### config.mk
export PLATFORM = sky130hd
export DESIGN_NAME = mtm_alu_deserializer
export DESIGN_NICKNAME = d
export VERILOG_FILES = /design/src/rtl/mtm_alu_pkg.sv /design/src/rtl/mtm_alu_crc4.sv /design/src/rtl/mtm_alu_deserializer.sv
export SDC_FILE = /design/constraint.sdc
export NUM_CORES = 1
export LEC_CHECK = 0
export ABC_AREA = 1
export CAP_MARGIN = 20
export CORE_ASPECT_RATIO = 0.75
export CORE_MARGIN = 8
export CORE_UTILIZATION = 45
export CTS_CLUSTER_SIZE = 8
export DETAILED_ROUTE_END_ITERATION = 7
export PLACE_DENSITY_LB_ADDON = 0.05
export REMOVE_ABC_BUFFERS = 1
export SETUP_SLACK_MARGIN = 0.05
export SYNTH_ARGS = -nofsm -noshare
export SYNTH_HDL_FRONTEND = slang
export SYNTH_SLANG_ARGS = --single-unit
export TNS_END_PERCENT = 1
### constraint.sdc
create_clock -name clk -period 1.3 [get_ports clk]
set_input_delay 0.195 -clock clk [delete_from_list [all_inputs] [get_ports clk]]
set_output_delay 0.195 -clock clk [all_outputs]
set_load 0.05 [all_outputs]
### src/rtl/mtm_alu_pkg.sv
// Shared types and constants for the MTM ALU serial datapath:
// opcodes, frame flags, CRC4 polynomial, error-flag indices and FSM states.
package mtm_alu_pkg;

  typedef enum logic [2:0] {
    OP_AND = 3'b000,
    OP_OR  = 3'b001,
    OP_ADD = 3'b100,
    OP_SUB = 3'b101
  } op_e;

  localparam logic FLAG_DATA = 1'b0;
  localparam logic FLAG_CMD  = 1'b1;

  // Low-order terms of x^4+x+1; the x^4 term is the shifted-out bit.
  localparam logic [3:0] CRC4_POLY = 4'b0011;

  localparam int ERR_DATA = 2;
  localparam int ERR_CRC  = 1;
  localparam int ERR_OP   = 0;

  typedef enum logic [1:0] {
    ST_IDLE,
    ST_FLAG,
    ST_DATA,
    ST_STOP
  } state_e;

  function automatic logic op_is_valid(input logic [2:0] op);
    case (op)
      OP_AND, OP_OR, OP_ADD, OP_SUB: return 1'b1;
      default:                       return 1'b0;
    endcase
  endfunction

endpackage

### src/rtl/mtm_alu_crc4.sv
// Serial CRC4 register (x^4+x+1, init 0), one data bit per enabled clock.
// Shared by the deserializer check and the serializer's CRC generation.
module mtm_alu_crc4
  import mtm_alu_pkg::*;
(
  input  logic       clk,
  input  logic       rst,
  input  logic       clear,
  input  logic       enable,
  input  logic       din,
  output logic [3:0] crc
);

  logic fb;

  assign fb = crc[3] ^ din;

  // NOTE: sequential state uses non-blocking assignments so every register
  // samples the values from before the edge, independent of statement order.
  always_ff @(posedge clk) begin
    if (rst || clear) begin
      crc <= 4'b0000;
    end else if (enable) begin
      crc <= {crc[2:0], 1'b0} ^ (fb ? CRC4_POLY : 4'b0000);
    end
  end

endmodule

### src/rtl/mtm_alu_deserializer.sv
// Serial input stage: decodes 11-bit frames on sin into operands B, A and a
// command, checks frame count, CRC4 and opcode, and strobes the result.
module mtm_alu_deserializer
  import mtm_alu_pkg::*;
#(
  parameter int DATA_FRAMES = 8
) (
  input  logic        clk,
  input  logic        rst,
  input  logic        sin,
  output logic [31:0] A,
  output logic [31:0] B,
  output logic [2:0]  OP,
  output logic        out_valid,
  output logic [2:0]  err_flags
);

  localparam logic [3:0] FRAMES_REQ = 4'(DATA_FRAMES);
  localparam logic [3:0] CNT_MAX    = 4'(DATA_FRAMES + 1);

  state_e      state, state_next;
  logic        flag;
  logic [2:0]  bit_cnt;
  logic [7:0]  payload;
  logic [63:0] shift_reg;
  logic [3:0]  frame_cnt;
  logic [3:0]  crc;
  logic        crc_clr, crc_en, crc_din;
  logic [2:0]  cmd_flags;

  always_ff @(posedge clk) begin
    if (rst) state <= ST_IDLE;
    else     state <= state_next;
  end

  // NOTE: every signal driven here gets a default first, so no path through
  // the block leaves it unassigned and no latch is inferred.
  always_comb begin
    state_next = state;
    case (state)
      ST_IDLE: if (!sin) state_next = ST_FLAG;
      ST_FLAG: state_next = ST_DATA;
      ST_DATA: if (bit_cnt == 3'd7) state_next = ST_STOP;
      ST_STOP: state_next = ST_IDLE;
      default: state_next = ST_IDLE;
    endcase
  end

  // Command bit 0 always feeds a constant 1; bits 4..7 carry the received CRC.
  always_comb begin
    crc_en  = 1'b0;
    crc_din = sin;
    crc_clr = (state == ST_STOP) && (!sin || flag == FLAG_CMD);
    if (state == ST_DATA) begin
      if (flag == FLAG_DATA) begin
        crc_en = 1'b1;
      end else if (bit_cnt == 3'd0) begin
        crc_en  = 1'b1;
        crc_din = 1'b1;
      end else if (bit_cnt <= 3'd3) begin
        crc_en = 1'b1;
      end
    end
  end

  mtm_alu_crc4 u_crc (
    .clk    (clk),
    .rst    (rst),
    .clear  (crc_clr),
    .enable (crc_en),
    .din    (crc_din),
    .crc    (crc)
  );

  always_comb begin
    cmd_flags = 3'b000;
    if (frame_cnt != FRAMES_REQ)          cmd_flags[ERR_DATA] = 1'b1;
    else if (crc != payload[3:0])         cmd_flags[ERR_CRC]  = 1'b1;
    else if (!op_is_valid(payload[6:4])) cmd_flags[ERR_OP]   = 1'b1;
  end

  // NOTE: the 64-bit operand shift register is reset with the rest of the
  // state so a reset mid-sequence cannot leak stale bytes into later operands.
  always_ff @(posedge clk) begin
    if (rst) begin
      flag      <= FLAG_DATA;
      bit_cnt   <= 3'd0;
      payload   <= 8'h00;
      shift_reg <= 64'h0;
      frame_cnt <= 4'd0;
      A         <= 32'h0;
      B         <= 32'h0;
      OP        <= 3'b000;
      out_valid <= 1'b0;
      err_flags <= 3'b000;
    end else begin
      out_valid <= 1'b0;
      case (state)
        ST_FLAG: begin
          flag    <= sin;
          bit_cnt <= 3'd0;
        end
        ST_DATA: begin
          payload <= {payload[6:0], sin};
          bit_cnt <= bit_cnt + 3'd1;
        end
        ST_STOP: begin
          if (!sin) begin
            out_valid           <= 1'b1;
            err_flags           <= 3'b000;
            err_flags[ERR_DATA] <= 1'b1;
            frame_cnt           <= 4'd0;
            shift_reg           <= 64'h0;
          end else if (flag == FLAG_CMD) begin
            A         <= shift_reg[31:0];
            B         <= shift_reg[63:32];
            OP        <= payload[6:4];
            out_valid <= 1'b1;
            err_flags <= cmd_flags;
            frame_cnt <= 4'd0;
            shift_reg <= 64'h0;
          end else if (frame_cnt < FRAMES_REQ) begin
            shift_reg <= {shift_reg[55:0], payload};
            frame_cnt <= frame_cnt + 4'd1;
          end else begin
            frame_cnt <= CNT_MAX;
          end
        end
        default: ;
      endcase
    end
  end

endmodule

Yosys cells after proc, flatten, opt, wreduce, memory -nomap -nowiden:

Index checks and enable logic that the tools add are counted.

* bits in registers: 157
* bits of input ports: 3
* output and inout bits: 71
* logic and storage cells: 76

* add/sub/neg operators: 2
* magnitude comparators: 2
* equal/unequal tests: 13
* muxes and demuxes: 30
* bitwise logic cells: 3
* reductions and logical operators: 14

Operator list (count)
* $mux 64: 3
* $mux 1: 16
* $mux 4: 3
* $eq 3x3->1 const B: 3
* $mux 2: 4
* $pmux 2 s4: 1
* $logic_not 3->1: 2
* $mux 3: 2
* $pmux 3 s2: 1
* $reduce_and 2->1: 3
* $add 4x1->4 const B: 1
* $eq 2x2->1 const B: 2
* $lt 4x4->1 const B: 1
* $ne 2x2->1 const B: 2
* $ne 4x4->1: 1
* $ne 4x4->1 const B: 1
* $reduce_or 4->1: 1
* $xor 4x4->4: 1
* $add 3x1->3 const B: 1
* $eq 3x1->1 const B: 1
* $le 3x2->1 const B: 1
* $ne 3x1->1 const B: 1
* $reduce_and 3->1: 1
* $eq 2x1->1 const B: 1
* 9 further kinds: 10

Logic depth before layout (Yosys ltp):

* depth in word-level cells: 10
* mapped depth: 11
* mapped depth without buffers: 11

Cells and area by module:

Synthesis repeated with hierarchy kept, for this count alone.

* cells, all modules: 744
* area total of the unflattened synthesis: 6163.4 sq um

Modules (own cells, without submodules)
* mtm_alu_deserializer: times used 1, cells each 715, area an instance 5975.7 sq um, seq. area each 3062.9 sq um
* mtm_alu_crc4: times used 1, cells each 29, area an instance 187.7 sq um, seq. area each 80.1 sq um

Worst setup path before layout:

Ideal clock, no wire load.

* kind: flip-flop to flip-flop
* start: register state[0]
* end: register A[26]
* library setup time: 0.119 ns
* data arrival time: 1.274 ns
* required time: 1.181 ns
* slack: -0.093 ns
* cell stages (with the launch flop): 7
* buffers on the path: 3
* clock period less this slack: 1.393 ns
* cell sequence: dfxtp_1 ha_1 buf_4 nand3_1 buf_2 buf_2 a21oi_1

* longest elaborated chain between the ends: 2

Ends and longest elaborated chain
* from (decl): RTL line mtm_alu_deserializer.sv:21 `state_e state, state_next;`
* from (signal assigned): RTL line mtm_alu_deserializer.sv:33 `else state <= state_next;`
* $eq 2x2->1: RTL line mtm_alu_deserializer.sv:98 `case (state)`
* $reduce_and 3->1 (no line)
* to (signal assigned): RTL line mtm_alu_deserializer.sv:115 `A <= shift_reg[31:0];`
* to (decl): RTL line mtm_alu_deserializer.sv:11 `output logic [31:0] A,`

Every way passes these cells.
A chain may end at the register's enable or synchronous reset.

Worst setup path after layout:

* start: register state[0]
* end: register shift_reg[40]

* longest elaborated chain between the ends: 2

Ends and longest elaborated chain
* $eq 2x2->1: RTL line mtm_alu_deserializer.sv:98
* $reduce_and 2->1 (no line)
* to (signal assigned): RTL line mtm_alu_deserializer.sv:123 `shift_reg <= {shift_reg[55:0], payload};`
* to (decl): RTL line mtm_alu_deserializer.sv:25 `logic [63:0] shift_reg;`

Every way passes these cells.

==> results_dict.tcl <==
set metrics [dict create \
    gr-usage-met2_pct 27.70 \
    numClockSinks 157 \
    rows 36 \
    numPortBuffers 73 \
    ir_drop_mv 0.9982 \
    yosys-top-cells-count "157 x dfxtp_1, 146 x a21oi_1, 88 x inv_1, 81 x nand2_1, 81 x o21ai_0" \
    synth_cell_types 22 \
    ys_seq_elements 157 \
    synth_top_family_by_area "compound AO/OA/AOI/OAI gates" \
    drive_above_1_share_pct 25.72 \
    hold_class "in -> reg" \
    dp_hpwl_um 9121 \
    largest_reg_flops 64 \
    antenna_found_initial 0 \
    critical_path_class "reg -> reg" \
    synth_area_leaders "dfxtp_1 53%, a21oi_1 12%, nand4_1 6.9%" \
    drv_cap 0 \
    fin_crit_ns 1.344 \
    worst_slew_pin_slew_ns 0.3478 \
    synth_compound_area_share_pct 20.25 \
    synthCells 731 \
    end_kind "register" \
    wirelength_um 15100 \
    fin_hold_ws_ns 0.2132 \
    use_met1_pct 22.10 \
    synthXorXnorAreaFrac_pct 0.7359 \
    insertion_delay_ns 0.41 \
    max_stage_delay_ns 0.36 \
    hold_depth 4 \
    root_buffer "clkbuf_16" \
    post_drt_wl_per_cell_um 15.11 \
    power_density_nw_per_um2 1521 \
    finClkSkew_ns 0.01113 \
    power_w 0.01349 \
    coreArea_um2 12970 \
    drt_iter0_drc 364 \
    final_util_pct 68.39 \
    swShare_pct 28.48 \
    async_flop_share_pct 0 \
    synth.avg_cell_area_um2 8.141 \
    crit_fanout 9 \
    drc 0 \
    clk_path_buf_depth 2 \
    setup_viol 40 \
    grt_pass1_vias 5078 \
    crit_required_ns 1.64 \
    use_met3_pct 5.072 \
    synthSimpleGateAreaFrac_pct 14.09 \
    yosysMostFrequentCell "dfxtp_1" \
    initial_core_util_pct 45.87 \
    drv_slew 0 \
    crit_slowest_cell "dfxtp_4" \
    ant_nets 0 \
    fin_ws_ns -0.04432 \
    synth_seq_area_share_pct 52.82 \
    rsz0062_at_grt "yes" \
    path_clk_slew_ns 0.07 \
    overflow 0 \
    yosys_warnings 0 \
    max_slew_margin_pct 76.81 \
    p_sw_w 0.003842 \
    ios 74 \
    synthAdderAreaFrac_pct 1.892 \
    synth_edf_count 0 \
    die_area_um2 17200 \
    synth_area_um2 5951 \
    firstDrtPassIters 5 \
    grt_max_degree 70 \
    cts_made_buffers 17 \
    cts_tree "built" \
    htree_levels 4 \
    syn_to_final_growth_pct 49.10 \
    leakagePower_nw 3.194 \
    vias_per_cell 5.341 \
    gp_congestion 0.7639 \
    holdBufCountCts 0 \
    crit_arrival_ns 1.68 \
    yosys.area.top_type "dfxtp_1" \
    clkPwrFrac_pct 39.2 \
    rr_worst_depth 7 \
    synth_flop_cell "dfxtp_1" \
    vias 5336 \
    place_ws_ns -0.3205 \
    pwr-share-seq_pct 39.8 \
    intPower_w 0.009650 \
    max_freq_mhz 743.9 \
    netlist.area_leader.share_pct 52.82 \
    status "finished with violations" \
    power_frac_comb_pct 21.0 \
    diodes 0 \
    busiest_layer "met2" \
    cp-start-kind "register" \
    hold_viol 0 \
    synth_mux_area_share_pct 0 \
    die_y_um 115.6 \
    die_w_um 148.8 \
    grt_pass1_wl_um 24440 \
    cp_cell_sequence "ha_4 > buf_6 > o21ai_4 > buf_12 > clkbuf_16 > nand2_1 > a21oi_1" \
    violations "negative setup slack" \
    fin_nets 827 \
    finalSetupTns_ns -0.4076 \
    fin_crit_sh_pct 103.4 \
    grt_usage_pct 17.25 \
]
==> layout make-up <==
type / instances / area, um2
flip-flops and latches: 157 / 3152
clock inverters: 12 / 183.9
inverters: 91 / 346.6
clock buffers: 20 / 456.7
well taps: 171 / 214.0
multi-input cells: 424 / 2415
repair buffers: 124 / 2105
fillers: 1037 / 4100
==> routing by layer <==
metal	routed length [um]	up-vias
met5	0	-
met1	6667	2521
met2	7372	153
met3	906	16
met4	150	0
li1	-	2646
==> path summary, 6_finish.rpt <==
| path | startpoint | slack [ns] | end |
|---|---|---|---|
| hold reg to reg | shift_reg[61] | 0.46 | shift_reg[61] |
| setup reg to reg | state[0] | -0.04 | shift_reg[40] |
| hold / removal | rst | 0.21 | payload[1] |
| setup / recovery | state[0] | -0.04 | shift_reg[40] |
==> power groups by stage <==
| stage | sequential (W) | clock [W] | combinational, W |
|---|---|---|---|
| after global placement | 0.00541 | 0 | 0.00215 |
| after global routing | 0.00541 | 0.00560 | 0.00308 |
| after floorplan | 0.00550 | 0 | 0.00110 |
| after CTS | 0.00535 | 0.00539 | 0.00246 |
| final | 0.00537 | 0.00529 | 0.00283 |
| after detailed placement | 0.00542 | 0 | 0.00222 |
==> what timing repair did <==
item                       4_1_cts  5_1_grt
pin swaps                       17       38
gates cloned                     1        6
setup endpoints to repair      143      141
buffers inserted                 4        4
gates resized for setup         53       58
hold endpoints to repair         0        0
==> logic make-up after synthesis <==
kind of cell,Yosys count
AOI/OAI and AO/OA,235
xor gates and xnor gates,5
adders and majority gates,9
buffers and inverters,150
DFF,157
and+or+nand+nor,175
==> metrics by stage <==
| step | instance area [um2] | std cells |
|---|---|---|
| 2_1_floorplan | 5684 | 672 |
| 3_3_place_gp | 7755 | 955 |
| 3_5_place_dp | 7755 | 955 |
| 4_1_cts | 8577 | 991 |
| 5_1_grt | 8872 | 999 |
| 6_report | 8872 | 999 |
==> cell usage in the layout (no fill, tap or decap), types with 3 or more instances in the layout <==
master	count
buf_6	10
inv_2	4
nand2_2	11
bufinv_16	4
clkinv_4	3
nor2_1	13
nand2_1	70
inv_1	85
buf_12	81
a21oi_2	25
o21ai_0	45
xor2_1	5
ha_1	5
nand4_1	66
nand3_1	10
ha_4	3
o21ai_1	33
dfxtp_1	154
a211oi_1	3
clkbuf_16	22
a21oi_1	120
o21ai_2	4
buf_4	23
==> critical path, delay by kind of cell, from the launching register on <==
family	cells	cell delay (ns)
buffers and inverters	3	0.46
DFF	1	0.36
AOI/OAI and AO/OA	2	0.20
adders and majority gates	1	0.19
and+or+nand+nor	1	0.05
(Power assumes the default switching activity.)
